### src/rtl/fifo_burst_pkg.sv
// Shared types and helpers for the show-ahead FIFO burst read controller.
package fifo_burst_pkg;

    typedef enum logic [1:0] {
        IDLE  = 2'd0,
        BURST = 2'd1,
        LAST  = 2'd2
    } state_e;

    // Number of beats to emit: whatever is queued, capped at a full burst.
    function automatic int unsigned min_len(input int unsigned cnt, input int unsigned burst);
        return (cnt < burst) ? cnt : burst;
    endfunction

endpackage

### src/rtl/fifo_burst_rd_stream_out_reg.sv
// Output beat register: holds valid/data/last stable while the consumer
// stalls, and allows a new beat to replace the current one in the same
// cycle it is accepted so a held-high ready sustains one beat per cycle.
module stream_out_reg #(
    parameter int DATA_WIDTH = 32
) (
    input  logic                  clk_i,
    input  logic                  rst_n_i,
    input  logic                  clear_i,
    input  logic                  load_i,
    input  logic [DATA_WIDTH-1:0] dat_i,
    input  logic                  last_i,
    input  logic                  ready_i,
    output logic                  valid_o,
    output logic [DATA_WIDTH-1:0] dat_o,
    output logic                  last_o
);

    // Load a new beat, retire an accepted beat, or hold while stalled.
    always_ff @(posedge clk_i) begin
        if (!rst_n_i || clear_i) begin
            valid_o <= 1'b0;
            dat_o   <= '0;
            last_o  <= 1'b0;
        end else if (load_i) begin
            valid_o <= 1'b1;
            dat_o   <= dat_i;
            last_o  <= last_i;
        end else if (valid_o && ready_i) begin
            valid_o <= 1'b0;
            last_o  <= 1'b0;
        end
    end

endmodule

### src/rtl/fifo_burst_rd.sv
// Read-side controller that drains a show-ahead FIFO into fixed-size bursts
// on a registered valid/ready stream, releasing partial bursts on timeout.
module fifo_burst_rd
    import fifo_burst_pkg::*;
#(
    parameter int DATA_WIDTH   = 32,
    parameter int BUFFER_DEPTH = 8,
    parameter int CNT_WIDTH    = $clog2(BUFFER_DEPTH) + 1,
    parameter int BURST_LEN    = 4,
    parameter int TIMEOUT      = 16
) (
    input  logic                  clk_i,
    input  logic                  rst_n_i,
    input  logic                  flush_i,
    input  logic                  fifo_empty_i,
    input  logic [CNT_WIDTH-1:0]  fifo_cnt_i,
    input  logic [DATA_WIDTH-1:0] fifo_dat_i,
    output logic                  fifo_pop_o,
    output logic                  valid_o,
    input  logic                  ready_i,
    output logic [DATA_WIDTH-1:0] dat_o,
    output logic                  last_o,
    output logic                  busy_o
);

    localparam int REM_W = $clog2(BURST_LEN + 1);
    localparam int TMR_W = (TIMEOUT > 0) ? $clog2(TIMEOUT + 1) : 1;
    localparam logic [CNT_WIDTH-1:0] BURST_CNT = CNT_WIDTH'(BURST_LEN);
    localparam logic [TMR_W-1:0]     TMR_MAX   = (TIMEOUT > 0) ? TMR_W'(TIMEOUT - 1) : '0;

    state_e             state_q, state_d;
    logic [REM_W-1:0]   remCnt_q, remCnt_d;
    logic [TMR_W-1:0]   timer_q, timer_d;
    logic               pop;
    logic               loadLast;
    logic               timeoutHit;
    logic               validOut;

    assign timeoutHit = (TIMEOUT != 0) && (fifo_cnt_i != '0) && (timer_q == TMR_MAX);

    // Next-state, beat counting, idle timer and pop generation; flush overrides all.
    always_comb begin
        state_d  = state_q;
        remCnt_d = remCnt_q;
        timer_d  = timer_q;
        pop      = 1'b0;
        loadLast = 1'b0;
        if (flush_i) begin
            state_d  = IDLE;
            remCnt_d = '0;
            timer_d  = '0;
        end else begin
            case (state_q)
                IDLE: begin
                    if ((fifo_cnt_i >= BURST_CNT) || timeoutHit) begin
                        state_d  = BURST;
                        remCnt_d = REM_W'(min_len(32'(fifo_cnt_i), 32'(BURST_LEN)));
                        timer_d  = '0;
                    end else if (fifo_cnt_i == '0) begin
                        timer_d = '0;
                    end else if (timer_q != TMR_MAX) begin
                        timer_d = timer_q + TMR_W'(1);
                    end
                end
                BURST: begin
                    timer_d = '0;
                    pop     = ~fifo_empty_i & (~validOut | ready_i);
                    if (pop) begin
                        remCnt_d = remCnt_q - REM_W'(1);
                        if (remCnt_q == REM_W'(1)) begin
                            loadLast = 1'b1;
                            state_d  = LAST;
                        end
                    end
                end
                LAST: begin
                    timer_d = '0;
                    if (validOut && ready_i) begin
                        state_d = IDLE;
                    end
                end
                default: begin
                    state_d  = IDLE;
                    remCnt_d = '0;
                    timer_d  = '0;
                end
            endcase
        end
    end

    // State, remaining-beat counter and idle timer registers.
    always_ff @(posedge clk_i) begin
        if (!rst_n_i) begin
            state_q  <= IDLE;
            remCnt_q <= '0;
            timer_q  <= '0;
        end else begin
            state_q  <= state_d;
            remCnt_q <= remCnt_d;
            timer_q  <= timer_d;
        end
    end

    stream_out_reg #(
        .DATA_WIDTH (DATA_WIDTH)
    ) uOutReg (
        .clk_i   (clk_i),
        .rst_n_i (rst_n_i),
        .clear_i (flush_i),
        .load_i  (pop),
        .dat_i   (fifo_dat_i),
        .last_i  (loadLast),
        .ready_i (ready_i),
        .valid_o (validOut),
        .dat_o   (dat_o),
        .last_o  (last_o)
    );

    assign valid_o    = validOut;
    assign fifo_pop_o = pop;
    assign busy_o     = (state_q != IDLE);

endmodule

### config.mk
export PLATFORM = sky130hd
export DESIGN_NAME = fifo_burst_rd
export DESIGN_NICKNAME = d
export VERILOG_FILES = /design/src/rtl/fifo_burst_pkg.sv /design/src/rtl/fifo_burst_rd_stream_out_reg.sv /design/src/rtl/fifo_burst_rd.sv
export SDC_FILE = /design/constraint.sdc
export NUM_CORES = 1
export LEC_CHECK = 0
export BUFFER_PORTS_ARGS = -buffer_cell sky130_fd_sc_hd__buf_2
export CORE_MARGIN = 2
export CORE_UTILIZATION = 25
export DETAILED_ROUTE_END_ITERATION = 8
export HOLD_SLACK_MARGIN = 0.03
export PLACE_DENSITY = 0.56
export SYNTH_ARGS = -nofsm -noshare
export SYNTH_HDL_FRONTEND = slang
export SYNTH_HIERARCHICAL = 1
export SYNTH_SLANG_ARGS = --single-unit
### constraint.sdc
create_clock -name clk_i -period 4.6 [get_ports clk_i]
set_clock_uncertainty 0.15 [all_clocks]
set_input_delay 0.92 -clock clk_i [delete_from_list [all_inputs] [get_ports clk_i]]
set_output_delay 0.92 -clock clk_i [all_outputs]
set_load 0.02 [all_outputs]
* Word level (Yosys, flattened, before mapping)
Index checks and enable logic that the tools add are counted.
** Word-level totals
- Bits in registers :: 44
- Bits of input ports :: 41
- Output and inout bits :: 36
- Logic and storage cells :: 58
** Cells by class
- Add/sub/neg operators :: 2
- $lt $le $gt $ge :: 2
- Equal/unequal tests :: 9
- Mux-type cells :: 18
- Bitwise operators :: 7
- Reduce and logical (&&, ||, !) cells :: 14
** Operators by type and width (number)
- $mux W1 :: 9
- $mux W3 :: 3
- $pmux W3 S3 :: 1
- $mux W2 :: 4
- $ne A2 B2 Y1 const B :: 4
- $pmux W2 S3 :: 1
- $add A5 B1 Y5 const B :: 1
- $eq A5 B4 Y1 const B :: 1
- $ne A5 B4 Y1 const B :: 1
- $not A1 Y1 :: 5
- $reduce_or A5 Y1 :: 1
- $ge A4 B3 Y1 const B :: 1
- $logic_not A4 Y1 :: 1
- $lt A4 B3 Y1 const B :: 1
- $reduce_and A4 Y1 :: 1
- $reduce_bool A2 Y1 :: 2
- $reduce_bool A4 Y1 :: 1
- $eq A3 B1 Y1 const B :: 1
- $reduce_and A3 Y1 :: 1
- $sub A3 B1 Y3 const B :: 1
- $eq A2 B1 Y1 const B :: 1
- $eq A2 B2 Y1 const B :: 1
- $logic_and A1 B1 Y1 :: 2
- $logic_not A2 Y1 :: 1
- 5 further kinds :: 6

* Depth between registers and ports, before layout
- Depth after elaboration :: 7
- Gate-level depth with buffers :: 7
- Gate-level depth less buffers :: 7

* Modules after synthesis
Netlist, hierarchy kept.
** Modules (own cells, without submodules)
- stream_out_reg :: instances 1, cells each 114, area an instance 1262.5 sq um, seq. area each 680.7 sq um
- fifo_burst_rd :: instances 1, cells each 65, area an instance 583.1 sq um, seq. area each 200.2 sq um

* Worst setup path before layout
OpenSTA, ideal clock, no wires.
- Path type :: input -> output
- From :: input fifo_empty_i
- To :: output fifo_pop_o
- Data arrival time :: 1.820 ns
- Required time :: 3.530 ns
- Setup slack :: 1.710 ns
- Stages :: 1
- Buffers on the path :: 0
- Path through :: nor4_1
** Between the ends
- Word-level cells in the longest chain between the ends :: 4
** RTL lines
- start, declared :: RTL line fifo_burst_rd.sv:15 : input logic fifo_empty_i,
- $not A1 Y1 :: RTL line fifo_burst_rd.sv:67 : pop = ~fifo_empty_i & (~validOut | ready_i);
- $and A1 B1 Y1 :: RTL line fifo_burst_rd.sv:67
- $mux W1 :: RTL line fifo_burst_rd.sv:53 : case (state_q)
- $mux W1 :: RTL line fifo_burst_rd.sv:48 : if (flush_i) begin
- end, declared :: RTL line fifo_burst_rd.sv:18 : output logic fifo_pop_o,
Every way passes these cells.

* Worst setup path in the final report
- From :: input ready_i
- To :: output fifo_pop_o
** Between the ends
- Word-level cells in the longest chain between the ends :: 4
** RTL lines
- start, declared :: RTL line fifo_burst_rd.sv:20 : input logic ready_i,
- $or A1 B1 Y1 :: RTL line fifo_burst_rd.sv:67
- $and A1 B1 Y1 :: RTL line fifo_burst_rd.sv:67
- $mux W1 :: RTL line fifo_burst_rd.sv:53
- $mux W1 :: RTL line fifo_burst_rd.sv:48
Every way passes these cells.

==> impl_metrics.ini <==
[outcome]
status = finished, final reports clean

[critical_path]
cp.arrival_ps = 1570
cp-end-kind = output port
path_class = in -> out
worstPathRequired_ps = 3530
r2r_slack_ps = 2490
crit_path_start_kind = input pin
crit_fanout = 4

[power]
power_frac_clock = 0.352
switching_power_uw = 156
seq_power_share = 0.562
worst_ir_drop_vdd_v = 0.0000871
p_leak_uw = 0.000986
power.internal_uw = 536
switching_share = 0.225
p_per_area_nw_per_um2 = 295
comb_power_share = 0.086

[yosys]
syn_nets = 224
yosys_warnings = 6
yosysTopAreaCell = dfxtp_1
synth.area.top_cells = dfxtp_1, mux2i_1, nor2_1, buf_12, ha_1
postSynth.asyncResetShare = 0
synth_edf_count = 0
synth_seq_area_share = 0.477
synth_top_area_frac = 0.477
syn-instance-count = 179
ys.flop_type = dfxtp_1
yosysUniqueCellTypes = 34
syn_avg_cell_area_um2 = 10.3
synth_seq_cells = 44
netlist_area_um2 = 1850

[floorplanning]
core-area_um2 = 7210
die_w_um = 89.9
num_io_pins = 77
rows = 31
dieHeight_um = 89.9
die_area_um2 = 8090
start_util = 0.256

[timing]
worst_pin_slew_ps = 573
fmax_ghz = 0.378
fin_crit_sh = 0.574
finalSetupViolCount = 0
relSlewSlack = 0.618
fin_crit_ps = 2640
fin_setup_tns_ps = 0
finalHoldViolCount = 0
slew_violations = 0
rsz0062_at_grt = false

[detailed_routing]
route.detailed.drc = 0
viasPerCell = 4.09
via_count = 1452
drtIter0Drc = 48
first_pass_iters = 4
drt_wl_total_um = 3650
ant_nets = 0
avgRoutedWirePerCell_um = 10.3

[cells_and_area]
multi_input_area_um2 = 842
regArea_um2 = 881
diodes = 0
syn_to_final_growth_pct = 27.2
design_area_um2 = 2350
layout_commonest_cell = buf_2
drive_gt1_frac = 0.352
nets = 300
most-common-layout-cells = buf_2, dfxtp_1, nor2_1, mux2i_1
nFillCells = 773

[global_routing]
antenna_found_initial = 0
grt_overflow = 0
grt_pass1_wl_um = 6130
grt_max_degree = 37
track_usage = 0.0909
grt_pass1_vias = 1374

[clock_tree]
cts_hold_buf = 0
ctsHtreeMaxLevel = 2
clockRootBuffer = clkbuf_8
clock_sinks = 44
clock_path_buffers = 2
cts_tree = done
cts_inserted_buffers = 5
clk_latency_ps = 280
clk_pin_slew_ps = 80
cts_setup_buffers = 0
postCtsResizedCells = 0

[place]
hpwl_um = 2580
place_area_um2 = 2260
gp_congestion = 0.714
numPortBuffers = 76

[run]
cap_violations = 0

[hold_path]
hp-class = reg -> reg
-- power groups by stage --
stage	clock network [uW]	registers [uW]	logic [uW]
2_1_floorplan	0	400	35.1
3_3_place_gp	0	398	60.8
3_5_place_dp	0	398	60.8
4_1_cts	262	389	61.1
5_1_grt	277	390	67.1
6_report	244	389	59.7
-- kinds of logic after synthesis --
family / share of synthesized area
AND/OR/NAND/NOR: 0.188
flip-flops: 0.477
multiplexers: 0.179
AO/OA/AOI/OAI: 0.0495
buffers and inverters: 0.0698
adder cells (fa/ha/maj): 0.0271
XOR/XNOR: 0.00949
-- sequential cells by signal, summed over array words and instances (netlist names) --
name / count
uOutReg/valid_o: 1
timer_q: 5
uOutReg/dat_o: 32
uOutReg/last_o: 1
state_q: 2
remCnt_q: 3
-- per-layer routing --
metal,GRT usage,wire length (um),vias up
met5,0,0,-
met4,0.0282,18,0
met3,0.0319,220,2
met2,0.152,1720,42
met1,0.110,1690,648
li1,-,-,760
-- final timing paths --
kind,cells past startpoint,endpoint,startpoint
worst min register to register,1,timer_q[0],timer_q[0]
worst max-delay path,4,fifo_pop_o,ready_i
worst max register to register,7,remCnt_q[0],timer_q[0]
worst min-delay path,1,timer_q[0],timer_q[0]
-- synthesized netlist by cell type, types with 2 or more instances --
cell / n
dfxtp_1: 44
a2111oi_0: 2
buf_12: 3
nor3_1: 7
inv_1: 4
nand2_1: 5
ha_1: 4
nand3b_1: 3
nor4_1: 2
buf_4: 2
mux2i_1: 33
a21oi_1: 7
nand2b_1: 2
nor2_1: 39
buf_6: 3
-- per-stage QoR --
stage               std cells  utilization  setup slack [ps]  total power (uW)  hold WS, ps
finish                    355        0.325              1960               692          314
global route              355        0.325              1930               734          357
CTS                       355        0.325              1960               712          316
detailed placement        347        0.313              1960               458          304
global placement          347        0.313              1990               458          301
floorplan                 179            -              1710               435          283
-- worst max-delay path, stage by stage --
cell	delay, ps
buf_2	110
nor2b_2	60
nor4_2	260
buf_2	220
-- area by class of cell --
type,count,share of cell area
Clock buffer,8,0.0384
Sequential cell,44,0.375
Tap cell,99,0.0528
Multi-Input combinational cell,122,0.359
Inverter,4,0.00640
Timing Repair Buffer,78,0.168
Power figures use the tool's default switching activity.
